===== config.mk =====
export PLATFORM = sky130hd
export DESIGN_NAME = multi_hole_score_fsm
export DESIGN_NICKNAME = d
export VERILOG_FILES = /design/src/rtl/multi_hole_score_fsm.sv
export SDC_FILE = /design/constraint.sdc
export NUM_CORES = 1
export LEC_CHECK = 0
export BUFFER_PORTS_ARGS = -buffer_cell sky130_fd_sc_hd__buf_2
export CORE_MARGIN = 3
export CORE_UTILIZATION = 50
export CTS_BUF_LIST = sky130_fd_sc_hd__clkbuf_2
export DETAILED_ROUTE_END_ITERATION = 8
export HOLD_SLACK_MARGIN = 0.05
export PLACE_DENSITY = 0.82
export SETUP_SLACK_MARGIN = 0.05
export SLEW_MARGIN = 20
export SYNTH_ARGS = -nofsm -noshare
export SYNTH_HDL_FRONTEND = slang
export SYNTH_SLANG_ARGS = --single-unit

===== constraint.sdc =====
create_clock -name systemClock -period 2.6 [get_ports systemClock]
set_input_delay 0.52 -clock systemClock [delete_from_list [all_inputs] [get_ports systemClock]]
set_output_delay 0.52 -clock systemClock [all_outputs]
set_load 0.005 [all_outputs]

===== src/rtl/multi_hole_score_fsm.sv =====
// Whac-a-mole round scorer: multi-hole evaluation, saturating score, hit/miss streaks, difficulty level.
// Latency: outputs update one edge after the timeUp rising edge is sampled; pulses last one cycle.
// Backpressure: none; enable low forces OFF and holds score/level/streaks.
module multi_hole_score_fsm #(
    parameter int N          = 4,
    parameter int SCORE_W    = 10,
    parameter int STREAK_LEN = 4,
    parameter int MISS_LEN   = 2,
    parameter int LEVEL_W    = 3,
    parameter int MAX_LEVEL  = 7
) (
    input  logic               systemClock,
    input  logic               reset,
    input  logic               enable,
    input  logic               timeUp,
    input  logic [N-1:0]       active,
    input  logic [N-1:0]       hit,
    output logic [1:0]         add,
    output logic               shrink,
    output logic               grow,
    output logic [SCORE_W-1:0] score,
    output logic [LEVEL_W-1:0] level,
    output logic [2:0]         current
);

    // Streak counters must be able to hold the larger of the two target lengths.
    localparam int STREAK_MAX = (STREAK_LEN > MISS_LEN) ? STREAK_LEN : MISS_LEN;
    localparam int CNT_W      = $clog2(STREAK_MAX + 1);
    localparam int PC_W       = $clog2(N + 1);

    localparam logic [1:0]         ADD_MISS  = 2'd0;
    localparam logic [1:0]         ADD_HIT   = 2'd1;
    localparam logic [1:0]         ADD_NONE  = 2'd2;
    localparam logic [SCORE_W-1:0] SCORE_MAX = '1;
    localparam logic [LEVEL_W-1:0] LEVEL_TOP = LEVEL_W'(MAX_LEVEL);
    localparam logic [CNT_W-1:0]   HIT_TGT   = CNT_W'(STREAK_LEN);
    localparam logic [CNT_W-1:0]   MISS_TGT  = CNT_W'(MISS_LEN);

    typedef enum logic [2:0] {
        ST_OFF       = 3'd0,
        ST_START     = 3'd1,
        ST_WAIT_LOW  = 3'd2,
        ST_WAIT_HIGH = 3'd3,
        ST_EVAL      = 3'd4
    } state_t;

    state_t             state_q;
    logic [1:0]         add_q;
    logic               shrink_q;
    logic               grow_q;
    logic [SCORE_W-1:0] score_q;
    logic [LEVEL_W-1:0] level_q;
    logic [CNT_W-1:0]   hit_cnt_q;
    logic [CNT_W-1:0]   miss_cnt_q;
    logic [N-1:0]       hm_q;
    logic [N-1:0]       mm_q;

    logic [PC_W-1:0]    hm_pop_d;
    logic [SCORE_W:0]   score_sum_d;
    logic [SCORE_W-1:0] score_d;
    logic [CNT_W-1:0]   hit_inc_d;
    logic [CNT_W-1:0]   miss_inc_d;

    // Round arithmetic: popcount of captured hits, clamped score sum, streak increments.
    always_comb begin
        hm_pop_d = '0;
        for (int i = 0; i < N; i++) begin
            hm_pop_d = hm_pop_d + PC_W'(hm_q[i]);
        end
        score_sum_d = {1'b0, score_q} + (SCORE_W + 1)'(hm_pop_d);
        score_d     = score_sum_d[SCORE_W] ? SCORE_MAX : score_sum_d[SCORE_W-1:0];
        hit_inc_d   = hit_cnt_q + CNT_W'(1);
        miss_inc_d  = miss_cnt_q + CNT_W'(1);
    end

    // Round FSM with registered result pulses, score, level and streak counters.
    always_ff @(posedge systemClock or negedge reset) begin
        if (!reset) begin
            state_q    <= ST_OFF;
            add_q      <= ADD_NONE;
            shrink_q   <= 1'b0;
            grow_q     <= 1'b0;
            score_q    <= '0;
            level_q    <= '0;
            hit_cnt_q  <= '0;
            miss_cnt_q <= '0;
            hm_q       <= '0;
            mm_q       <= '0;
        end else begin
            // Pulses are idle unless an evaluated round sets them below.
            add_q    <= ADD_NONE;
            shrink_q <= 1'b0;
            grow_q   <= 1'b0;
            if (!enable) begin
                // Disable wins over everything, including a pending EVAL.
                state_q <= ST_OFF;
            end else begin
                unique case (state_q)
                    ST_OFF: begin
                        state_q <= ST_START;
                    end
                    ST_START: begin
                        hit_cnt_q  <= '0;
                        miss_cnt_q <= '0;
                        state_q    <= ST_WAIT_LOW;
                    end
                    ST_WAIT_LOW: begin
                        // Arm only after timeUp is seen low, so a held level counts once.
                        if (!timeUp) begin
                            state_q <= ST_WAIT_HIGH;
                        end
                    end
                    ST_WAIT_HIGH: begin
                        if (timeUp) begin
                            hm_q    <= active & hit;
                            mm_q    <= active & ~hit;
                            state_q <= ST_EVAL;
                        end
                    end
                    ST_EVAL: begin
                        state_q <= ST_WAIT_LOW;
                        // Partial credit: hits score even in a MISS round.
                        score_q <= score_d;
                        if (mm_q != '0) begin
                            add_q     <= ADD_MISS;
                            hit_cnt_q <= '0;
                            if (miss_inc_d == MISS_TGT) begin
                                miss_cnt_q <= '0;
                                if (level_q != '0) begin
                                    level_q <= level_q - LEVEL_W'(1);
                                    grow_q  <= 1'b1;
                                end
                            end else begin
                                miss_cnt_q <= miss_inc_d;
                            end
                        end else if (hm_q != '0) begin
                            add_q      <= ADD_HIT;
                            miss_cnt_q <= '0;
                            if (hit_inc_d == HIT_TGT) begin
                                hit_cnt_q <= '0;
                                if (level_q < LEVEL_TOP) begin
                                    level_q  <= level_q + LEVEL_W'(1);
                                    shrink_q <= 1'b1;
                                end
                            end else begin
                                hit_cnt_q <= hit_inc_d;
                            end
                        end
                        // No mole up at all: idle round, streaks untouched.
                    end
                    default: begin
                        state_q <= ST_OFF;
                    end
                endcase
            end
        end
    end

    assign add     = add_q;
    assign shrink  = shrink_q;
    assign grow    = grow_q;
    assign score   = score_q;
    assign level   = level_q;
    assign current = state_q;

endmodule


==> impl_metrics.ini <==
[timing]
slew_violations = 0
fin_crit_sh_pct = 99.3
holdWs_ns = 0.131
min_period_ns = 2.58
setup_viol = 0
finalHoldViolCount = 0
finalSetupTns_ns = 0
tightest_slew_ns = 0.717
max_slew_margin_pct = 52.2
final.setup.worst_slack_ns = 0.0192
clock_skew_ns = 0.0237
fmax_ghz = 0.387
rsz0062_at_grt = true

[global_route]
track_usage_pct = 18.4
grt_pass1_vias = 1339
grt_max_degree = 35
antenna_found_initial = 0
grt.overflow.total = 0
grt_pass1_wl_um = 5890

[synthesis]
synth_compound_area_share_pct = 10.1
synthXorXnorAreaFrac_pct = 4.54
synth_cells = 169
netlist_top_cells_area = dfrtp_1 48%, nand2_1 5.6%, fa_1 4.6%
syn-num-nets = 190
yosysWarnings = 0
muxShareOfSynthArea_pct = 1.44
syn_area_mm2 = 0.00174
ys_seq_area_share_pct = 49.1
yosys.area.top_type = dfrtp_1
synth-adder-area-share_pct = 8.22
netlist.area_leader.share_pct = 47.6
synth.avg_cell_area_um2 = 10.3
synth_top_family_by_area = simple AND/OR/NAND/NOR gates
synth-main-ff-cell = dfrtp_1
synth_cell_types = 38
synth_edf_count = 0
synthArstFlopShare_pct = 100
synth_simple_gate_area_share_pct = 23.3
yosys_register_bits = 34

[clock_tree]
cts_htree_levels = 2
cts_made_buffers = 5
clk_latency_ns = 0.41
cts_sinks = 34
clk_path_buf_depth = 2
path_clk_slew_ns = 0.20
cts_tree = built
clockRootBuffer = clkbuf_2

[cells_and_area]
final_core_util_pct = 64.7
antenna_cells = 0
drive_gt1_share_pct = 29.9
fill_cells = 256
seqCellArea_um2 = 852
nNetsFinal = 231
multi_input_area_um2 = 863
area_growth_pct = 18.5

[floorplanning]
fp.dieW_um = 64.9
dieArea_mm2 = 0.00421
num_rows = 20
io_pins = 32
start_util_pct = 54.6
die_h_um = 64.9
core_area_mm2 = 0.00318

[detailed_routing]
wl_met3_um = 177
routed-via-count = 1372
wl_met2_um = 1730
firstDrtPassIters = 4
vias_per_cell = 5.38
wirelength_um = 3580
met1Wirelength_um = 1600
drc = 0
wl_per_cell_um = 14.0
first_iter_violations = 52
antenna_left = 0
top_layer_used = met4

[power_and_ir_drop]
leakage_nw = 1.02
ir_drop_v = 0.000408
power_density_mw_per_mm2 = 588

[worst_setup_path]
path_max_fanout = 8
arrival_ns = 2.90
end_kind = flip-flop
path_class = flip-flop to flip-flop
cp.required_ns = 2.92
start_kind = flip-flop

[place]
io_buffers = 31
hpwl_um = 2550
routabilityCongestion = 0.772
dp_slack_ns = -0.130

[min_path]
hold_class = primary input to asynchronous set/reset pin

[run_status]
status = finished, final reports clean

[flow_run]
cap_violations = 0
-- sequential cells by signal, summed over array words and instances (netlist names) --
name	flops
grow	1
hit_cnt_q	3
hm_q	4
shrink	1
level	3
current	3
miss_cnt_q	3
mm_q	4
score	10
add	2
-- layout make-up --
type	count	share of cell area, %
clock inverters	3	0.791
repair buffers	37	9.73
well taps	44	2.68
clock buffers	5	1.22
inverters	12	2.19
multi-input cells	120	42.0
flip-flops and latches	34	41.4
-- where the power goes --
| group | leakage, nW | internal [mW] | switching [mW] |
|---|---|---|---|
| Combinational | 0.543 | 0.140 | 0.182 |
| Clock | 0.0264 | 0.0612 | 0.196 |
| Sequential | 0.450 | 0.579 | 0.0499 |
-- final timing paths --
| check | depth (start not counted) | from | end | slack, ns |
|---|---|---|---|---|
| min in group systemClock | 3 | enable | current[1] | 0.33 |
| max | 8 | score[0] | score[0] | 0.02 |
| max in group asynchronous | 1 | reset | score[4] | 1.99 |
| max reg2reg | 8 | score[0] | score[0] | 0.02 |
| min reg2reg | 1 | level[2] | level[2] | 0.55 |
| min | 1 | reset | hit_cnt_q[2] | 0.13 |
-- cell usage after synthesis, types with 2 or more instances --
library cell / n
a21o_1: 2
a21oi_1: 4
and3_1: 2
clkbuf_1: 2
dfrtp_1: 33
fa_1: 4
ha_1: 5
inv_1: 11
nand2_1: 26
nand2b_1: 5
nand3_1: 9
nand4_1: 3
nor2_1: 9
nor2b_1: 3
nor3_1: 4
nor4_4: 2
o211ai_1: 3
o21ai_0: 15
xnor2_1: 7
xor2_1: 2
-- repair_timing --
action,4_1_cts,5_1_grt
gates cloned,0,0
gates resized for setup,2,7
setup buffers,1,2
hold buffers,0,0
pin swaps,3,3
setup endpoints to repair,10,9
-- layout by cell type (no fill, tap or decap), types with 5 or more instances in the layout --
master,Yosys,layout
buf_2,1,31
nand2_1,26,23
clkbuf_2,0,5
ha_1,5,5
dfrtp_1,33,33
o21ai_0,15,15
nand3_1,9,8
buf_4,0,6
nor2_1,9,9
xnor2_1,7,6
inv_1,11,10
nand2b_1,5,5
-- kinds of logic (layout without fill, tap and decap cells) --
logic type,after synthesis,in the layout
DFF,34,34
and+or+nand+nor,71,71
muxes,2,2
AOI/OAI and AO/OA,29,29
adders and majority gates,9,9
buffers and inverters,15,57
xor gates and xnor gates,9,9
-- metrics by stage --
stage          total power [mW]  instances  instance area, um^2
2_1_floorplan             0.818        169                 1740
3_3_place_gp              0.909        244                 1960
3_5_place_dp              0.928        244                 1960
4_1_cts                    1.19        253                 2010
5_1_grt                    1.27        255                 2060
6_report                   1.21        255                 2060
-- routing by layer --
layer	vias up	global-route usage [%]
met4	0	10.3
met1	659	22.9
met5	-	0
met3	8	4.68
li1	662	-
met2	43	29.0
-- critical path, stage by stage, from the launching register on --
cell	delay, ns
dfrtp_1	0.43
fa_1	0.56
inv_2	0.04
fa_2	0.36
fa_2	0.40
nor4_4	0.27
buf_4	0.19
nand3_4	0.12
o211ai_1	0.12
(Power assumes the default switching activity.)
